$ cat config.mk
export PLATFORM = sky130hd
export DESIGN_NAME = traffic_monitor
export DESIGN_NICKNAME = d
export VERILOG_FILES = /design/src/rtl/traffic_pkg.sv /design/src/rtl/traffic_walk_chk.sv /design/src/rtl/traffic_monitor.sv
export SDC_FILE = /design/constraint.sdc
export NUM_CORES = 1
export LEC_CHECK = 0
export CAP_MARGIN = 20
export CORE_MARGIN = 3
export CORE_UTILIZATION = 54
export DETAILED_ROUTE_END_ITERATION = 7
export PLACE_DENSITY = 0.81
export SLEW_MARGIN = 20
export SYNTH_ARGS = -nofsm -noshare
export SYNTH_HDL_FRONTEND = slang
export SYNTH_SLANG_ARGS = --single-unit
$ cat constraint.sdc
create_clock -name clk -period 2.9 [get_ports clk]
set_input_delay 0.29 -clock clk [delete_from_list [all_inputs] [get_ports clk]]
set_output_delay 0.29 -clock clk [all_outputs]
set_load 0.02 [all_outputs]
$ cat src/rtl/traffic_pkg.sv
// ============================================================================
// Module : traffic_pkg
// Brief  : Shared light codes, tracked-phase encodings and default phase
//          lengths for the intersection controller and its monitor.
// Rev    : 1.0  initial release
// ============================================================================
`default_nettype none

package traffic_pkg;

  localparam logic [3:0] C_RED    = 4'b1000;
  localparam logic [3:0] C_YELLOW = 4'b0100;
  localparam logic [3:0] C_LEFT   = 4'b0010;
  localparam logic [3:0] C_GREEN  = 4'b0001;
  localparam logic [3:0] C_NONE   = 4'b0000;

  localparam logic [1:0] W_RED    = 2'b10;
  localparam logic [1:0] W_GREEN  = 2'b01;
  localparam logic [1:0] W_NONE   = 2'b00;
  localparam logic [1:0] W_BAD    = 2'b11;

  localparam int DEF_GREEN_LEN      = 20;
  localparam int DEF_YEL_LEN        = 2;
  localparam int DEF_LEFT_LEN       = 10;
  localparam int DEF_RED_LEN        = 34;
  localparam int DEF_WALK_SOLID_LEN = 14;
  localparam int DEF_WALK_BLINK_LEN = 6;

  typedef enum logic [2:0] {
    ST_IDLE  = 3'd0,
    ST_SYNC  = 3'd1,
    ST_GREEN = 3'd2,
    ST_YEL1  = 3'd3,
    ST_LEFT  = 3'd4,
    ST_YEL2  = 3'd5,
    ST_RED   = 3'd6
  } phase_t;

  // Car light code shown while a tracked phase is active.
  function automatic logic [3:0] phase_car_code(input phase_t p);
    case (p)
      ST_GREEN:        phase_car_code = C_GREEN;
      ST_YEL1, ST_YEL2: phase_car_code = C_YELLOW;
      ST_LEFT:         phase_car_code = C_LEFT;
      ST_RED:          phase_car_code = C_RED;
      default:         phase_car_code = C_NONE;
    endcase
  endfunction

endpackage

`default_nettype wire

$ cat src/rtl/traffic_walk_chk.sv
// ============================================================================
// Module : traffic_walk_chk
// Brief  : Walker pattern checker for a car RED phase: solid GREEN, then a
//          00/01 blink starting with 00, then RED until the phase ends.
// Rev    : 1.0  initial release
// ============================================================================
`default_nettype none

module traffic_walk_chk
  import traffic_pkg::*;
#(
  parameter int SOLID_LEN = DEF_WALK_SOLID_LEN,
  parameter int BLINK_LEN = DEF_WALK_BLINK_LEN
) (
  input  logic       clk,
  input  logic       reset,
  input  logic       i_en,
  input  logic       i_red_entry,
  input  logic [1:0] i_walker,
  output logic       o_err
);

  localparam logic [6:0] C_SOLID_END = 7'(SOLID_LEN);
  localparam logic [6:0] C_BLINK_END = 7'(SOLID_LEN + BLINK_LEN);

  logic [6:0] r_pos;
  logic [6:0] w_pos;
  logic [6:0] w_off;
  logic [1:0] w_exp;

  // The entry sample itself is position 0 of the pattern.
  assign w_pos = i_red_entry ? 7'd0 : r_pos;
  assign w_off = w_pos - C_SOLID_END;

  always_comb begin
    w_exp = W_RED;
    if (w_pos < C_SOLID_END)
      w_exp = W_GREEN;
    else if (w_pos < C_BLINK_END)
      w_exp = w_off[0] ? W_GREEN : W_NONE;
  end

  assign o_err = (i_en || i_red_entry) && (i_walker != w_exp);

  always_ff @(posedge clk or posedge reset) begin
    if (reset)
      r_pos <= 7'd0;
    else if (i_red_entry)
      r_pos <= 7'd1;
    else if (i_en && r_pos != 7'd127)
      r_pos <= r_pos + 7'd1;
  end

endmodule

`default_nettype wire

$ cat src/rtl/traffic_monitor.sv
// ============================================================================
// Module : traffic_monitor
// Brief  : Passive checker of car/walker light codes: phase sequence, phase
//          lengths, encoding and pedestrian conflicts. Optional walker blink
//          checking inside RED is built when TRAFFIC_MON_BLINK_CHK_EN is set.
// Rev    : 1.0  initial release
// ============================================================================
`default_nettype none

module traffic_monitor
  import traffic_pkg::*;
#(
  parameter int GREEN_LEN = DEF_GREEN_LEN,
  parameter int YEL_LEN   = DEF_YEL_LEN,
  parameter int LEFT_LEN  = DEF_LEFT_LEN,
  parameter int RED_LEN   = DEF_RED_LEN
`ifdef TRAFFIC_MON_BLINK_CHK_EN
  ,
  parameter int WALK_SOLID_LEN = DEF_WALK_SOLID_LEN,
  parameter int WALK_BLINK_LEN = DEF_WALK_BLINK_LEN
`endif
) (
  input  logic       clk,
  input  logic       reset,
  input  logic       i_start,
  input  logic [3:0] i_car_traffic,
  input  logic [1:0] i_walker_traffic,
  output logic [2:0] o_phase,
  output logic       o_err_code,
  output logic       o_err_seq,
  output logic       o_err_len,
  output logic       o_err_conflict,
  output logic [3:0] o_err_sticky,
  output logic [7:0] o_cycle_cnt
);

  localparam logic [6:0] C_L_GREEN = 7'(GREEN_LEN);
  localparam logic [6:0] C_L_YEL   = 7'(YEL_LEN);
  localparam logic [6:0] C_L_LEFT  = 7'(LEFT_LEN);
  localparam logic [6:0] C_L_RED   = 7'(RED_LEN);
  localparam logic [6:0] C_SAT     = 7'd127;

  phase_t     r_state, w_nxt_state, w_legal_next, w_obs_phase;
  logic [6:0] r_cnt, w_nxt_cnt, w_len_exp;
  logic       r_chk, w_nxt_chk;
  logic [7:0] r_cycle, w_nxt_cycle;
  logic       w_car_ok, w_code_ok, w_same, w_legal, w_walk_err;
  logic       w_e_code, w_e_seq, w_e_len, w_e_conflict;

  assign w_car_ok  = (i_car_traffic != C_NONE) &&
                     ((i_car_traffic & (i_car_traffic - 4'd1)) == 4'd0);
  assign w_code_ok = w_car_ok && (i_walker_traffic != W_BAD);
  assign w_same    = (i_car_traffic == phase_car_code(r_state));
  assign w_legal   = (i_car_traffic == phase_car_code(w_legal_next));

  always_comb begin
    w_legal_next = ST_IDLE;
    w_len_exp    = 7'd0;
    case (r_state)
      ST_GREEN: begin w_legal_next = ST_YEL1;  w_len_exp = C_L_GREEN; end
      ST_YEL1:  begin w_legal_next = ST_LEFT;  w_len_exp = C_L_YEL;   end
      ST_LEFT:  begin w_legal_next = ST_YEL2;  w_len_exp = C_L_LEFT;  end
      ST_YEL2:  begin w_legal_next = ST_RED;   w_len_exp = C_L_YEL;   end
      ST_RED:   begin w_legal_next = ST_GREEN; w_len_exp = C_L_RED;   end
      default:  ;
    endcase
  end

  // A YELLOW seen out of sequence is attributed to whichever YELLOW it follows.
  always_comb begin
    w_obs_phase = ST_IDLE;
    case (i_car_traffic)
      C_GREEN:  w_obs_phase = ST_GREEN;
      C_LEFT:   w_obs_phase = ST_LEFT;
      C_RED:    w_obs_phase = ST_RED;
      C_YELLOW: w_obs_phase = (r_state == ST_GREEN) ? ST_YEL1 : ST_YEL2;
      default:  ;
    endcase
  end

`ifdef TRAFFIC_MON_BLINK_CHK_EN
  logic w_red_entry, w_walk_en;

  assign w_red_entry = i_start && (r_state == ST_YEL2) && w_code_ok &&
                       (i_car_traffic == C_RED);
  assign w_walk_en   = i_start && (r_state == ST_RED) && r_chk && w_code_ok && w_same;

  traffic_walk_chk #(
    .SOLID_LEN (WALK_SOLID_LEN),
    .BLINK_LEN (WALK_BLINK_LEN)
  ) u_walk_chk (
    .clk         (clk),
    .reset       (reset),
    .i_en        (w_walk_en),
    .i_red_entry (w_red_entry),
    .i_walker    (i_walker_traffic),
    .o_err       (w_walk_err)
  );
`else
  assign w_walk_err = 1'b0;
`endif

  always_comb begin
    w_nxt_state  = r_state;
    w_nxt_cnt    = r_cnt;
    w_nxt_chk    = r_chk;
    w_nxt_cycle  = r_cycle;
    w_e_code     = 1'b0;
    w_e_seq      = 1'b0;
    w_e_len      = 1'b0;
    w_e_conflict = 1'b0;
    if (!i_start) begin
      w_nxt_state = ST_IDLE;
      w_nxt_cnt   = 7'd0;
      w_nxt_chk   = 1'b0;
    end else begin
      case (r_state)
        ST_IDLE: w_nxt_state = ST_SYNC;
        ST_SYNC: begin
          if (!w_code_ok)
            w_e_code = 1'b1;
          else if (i_car_traffic != C_YELLOW) begin
            w_nxt_state = w_obs_phase;
            w_nxt_cnt   = 7'd1;
            w_nxt_chk   = 1'b0;
          end
        end
        default: begin
          w_e_conflict = (i_walker_traffic == W_GREEN) && (i_car_traffic != C_RED);
          if (!w_code_ok)
            w_e_code = 1'b1;
          else if (w_same) begin
            if (r_cnt != C_SAT) w_nxt_cnt = r_cnt + 7'd1;
            w_e_len = (r_cnt == C_SAT - 7'd1);
          end else if (w_legal) begin
            w_nxt_state = w_legal_next;
            w_nxt_cnt   = 7'd1;
            w_nxt_chk   = 1'b1;
            // A saturated phase has already reported once.
            w_e_len     = r_chk && (r_cnt != C_SAT) && (r_cnt != w_len_exp);
            if (r_state == ST_RED) w_nxt_cycle = r_cycle + 8'd1;
          end else begin
            w_e_seq     = 1'b1;
            w_nxt_state = w_obs_phase;
            w_nxt_cnt   = 7'd1;
            w_nxt_chk   = 1'b0;
          end
          w_e_code = w_e_code | w_walk_err;
        end
      endcase
    end
  end

  always_ff @(posedge clk or posedge reset) begin
    if (reset) begin
      r_state        <= ST_IDLE;
      r_cnt          <= 7'd0;
      r_chk          <= 1'b0;
      r_cycle        <= 8'd0;
      o_err_code     <= 1'b0;
      o_err_seq      <= 1'b0;
      o_err_len      <= 1'b0;
      o_err_conflict <= 1'b0;
      o_err_sticky   <= 4'd0;
    end else begin
      r_state        <= w_nxt_state;
      r_cnt          <= w_nxt_cnt;
      r_chk          <= w_nxt_chk;
      r_cycle        <= w_nxt_cycle;
      o_err_code     <= w_e_code;
      o_err_seq      <= w_e_seq;
      o_err_len      <= w_e_len;
      o_err_conflict <= w_e_conflict;
      // Bit 0 conflict, bit 1 len, bit 2 seq, bit 3 code.
      if (!i_start)
        o_err_sticky <= 4'd0;
      else
        o_err_sticky <= o_err_sticky | {w_e_code, w_e_seq, w_e_len, w_e_conflict};
    end
  end

  assign o_phase     = r_state;
  assign o_cycle_cnt = r_cycle;

endmodule

`default_nettype wire

==> flow_metrics.py <==
metrics = {
    "run_status": {
        "status": "finished, final reports clean",
    },
    "critical_path": {
        "reg2reg_from": "o_phase[2]$_DFFE_PP0P_",
        "cp_slowest_stage_delay_ps": 550,
        "crit_arrival_ps": 2660,
        "cp.required_ps": 3130,
        "critical_path.max_fanout": 11,
        "worstPathCellList": "or3b_1 > a211o_1 > a22oi_4 > nand2_2 > a31o_1 > mux2_1",
        "end_kind": "flip-flop",
        "crit_path_start_kind": "flip-flop",
        "critical_path.slowest_cell": "dfrtp_1",
        "r2r_slack_ps": 470,
        "critPathKind": "reg -> reg",
        "cp-startpoint": "o_phase[2]$_DFFE_PP0P_",
    },
    "finish": {
        "diodes": 0,
        "num-nets-final": 255,
        "synthToLayoutAreaGrowth_pct": 18.8,
        "fin_util_pct": 70.1,
        "instances_no_fill": 286,
        "drive_gt1_share_pct": 8.26,
    },
    "clocking": {
        "h-tree-depth": 1,
        "clockRootBuffer": "clkbuf_4",
        "clk_pin_slew_ps": 150,
        "clock_sinks": 27,
        "cts_buffers": 3,
        "hold_buffers": 0,
        "cts_resized": 0,
        "cts_buffer_depth": 2,
        "clock_latency_ps": 330,
        "cts_tree": "yes",
        "post_cts_buffers": 0,
    },
    "pwr": {
        "ir_worst_vdd_uv": 166,
        "leakage_nw": 0.928,
        "powerDensity_mw_per_mm2": 320,
    },
    "synthesis": {
        "synthAdderAreaFrac_pct": 2.54,
        "ys.flop_type": "dfrtp_1",
        "synth_nets": 230,
        "synth_compound_area_share_pct": 19.2,
        "synthTopCellsByCount": "dfrtp_1 (27), nand2_1 (24), a21oi_1 (13), nor2_1 (13), clkbuf_1 (11)",
        "ys_seq_area_share_pct": 36.0,
        "async_flop_share_pct": 100,
        "yosys.area.top_type": "dfrtp_1",
        "yosysTopAreaCellShare_pct": 36.0,
        "synth.most_common_cell": "dfrtp_1",
        "avgSynthCellArea_um2": 8.60,
        "ys_warn_count": 0,
        "syn_inst": 218,
        "synth_top_family_by_area": "simple AND/OR/NAND/NOR gates",
        "ys_seq_elements": 27,
        "synth_area_leaders": "dfrtp_1 (36%), nand2_1 (4.8%), xnor2_1 (4.7%)",
        "synth-edff-count": 0,
        "synth.area.mux_share_pct": 2.34,
        "synth_xor_area_share_pct": 7.01,
        "synth_area_mm2": 0.00187,
        "synthSimpleGateAreaFrac_pct": 28.1,
        "ys_types": 55,
    },
    "sta": {
        "final-setup-viol-count": 0,
        "fin_skew_ps": 11.6,
        "worst_pin_slew_ps": 925,
        "fmaxAchievable_ghz": 0.412,
        "relSlewSlack_pct": 38.0,
        "setup_tns_ps": 0,
        "min_period_ps": 2430,
        "rsz0062_at_grt": "false",
        "finalHoldViolations": 0,
        "fin_crit_sh_pct": 83.7,
        "slew_viol_final": 0,
    },
    "placed_design": {
        "portBuffers": 27,
        "gp_congestion": 0.866,
        "dp_hpwl_um": 3190,
        "dp.cells": 282,
    },
    "min_path": {
        "min_path_type": "in -> async",
    },
    "global_route": {
        "grt_pass1_wl_um": 7400,
        "globalRouteTotalUtil_pct": 22.0,
        "grt_pass1_vias": 1673,
        "grt_start_max_net_pins": 28,
        "antenna_found_initial": 0,
        "grt-ovfl-total": 0,
    },
    "die": {
        "start_util_pct": 59.0,
        "dieArea_mm2": 0.00421,
        "rows": 20,
        "core-area_mm2": 0.00318,
        "die_h_um": 64.9,
        "ios": 28,
        "die_w_um": 64.9,
    },
    "route": {
        "vias": 1712,
        "viasPerCell": 5.99,
        "drc": 0,
        "routed-wl-met2_um": 1980,
        "ant_nets": 0,
        "wl_per_cell_um": 14.6,
        "drt_wl_total_um": 4170,
        "wl_met3_um": 265,
        "firstDrtPassIters": 4,
        "top_layer": "met4",
        "first_iter_violations": 70,
        "routedLengthMet1_um": 1890,
    },
    "run": {
        "drv_cap": 0,
    },
}
## sequential cells by signal (all words and copies together), names as in the netlist
signal          count
r_cnt               7
o_phase             3
o_err_seq           1
r_chk               1
o_err_len           1
o_cycle_cnt         8
o_err_conflict      1
o_err_sticky        4
o_err_code          1
## layer usage
layer	track usage [%]	vias up
met5	0	-
met4	8.44	0
met3	5.03	6
met2	35.2	66
met1	28.7	803
li1	-	837
## through the flow
stage               cell area [µm²]  setup WS (ps)  power (W)  hold WS (ps)
floorplan                      1870            573   0.000506           343
CTS                            2230            485   0.000720           488
global placement               2200            362   0.000550           462
global route                   2230            267   0.000756           374
detailed placement             2200            329   0.000555           468
finish                         2230            472   0.000713           344
## power by group
group	internal (W)	switching, W
Sequential	0.000384	0.0000138
Clock	0.0000528	0.000111
Combinational	0.0000687	0.0000825
## final cells by class
type | count | area, µm²
multi-input cells | 170 | 1110
fillers | 263 | 951
flip-flops and latches | 27 | 676
repair buffers | 36 | 338
well taps | 44 | 55.1
clock buffers | 3 | 22.5
inverters | 5 | 18.8
clock inverters | 1 | 7.51
## critical path, delay by kind of cell, from the launching register on
kind            cells  cell delay [ps]
flops               1              550
simple gates        2              520
mux                 1              320
compound gates      3              930
## cell usage in the layout (no fill, tap or decap), types with 5 or more instances in the layout
cell type,instances
nand2b_1,9
xor2_1,5
nor3_1,5
nor3b_1,5
nand2_1,24
dfrtp_1,27
xnor2_1,10
nand4_1,5
o21ai_0,8
a21oi_1,13
clkdlybuf4s50_1,27
nor2_1,13
nand3_1,6
buf_4,9
## worst paths after layout
kind                                              end  cells past startpoint
max reg2reg                    o_phase[1]$_DFFE_PP0P_                      6
min reg2reg                o_cycle_cnt[7]$_DFFE_PP0P_                      1
min                            o_phase[0]$_DFFE_PP0P_                      2
max                            o_phase[1]$_DFFE_PP0P_                      6
min in group clk           o_cycle_cnt[7]$_DFFE_PP0P_                      1
max in group asynchronous        r_cnt[0]$_DFFE_PP0P_                      2
## cells by family (layout without fill, tap and decap cells)
logic type,Yosys count,after routing
simple gates,95,95
compound gates,52,52
flops,27,27
buf+inv,21,45
xor+xnor,15,15
fa+ha+maj,4,4
mux,4,4
No activity file was read; power rests on OpenSTA's default activity.
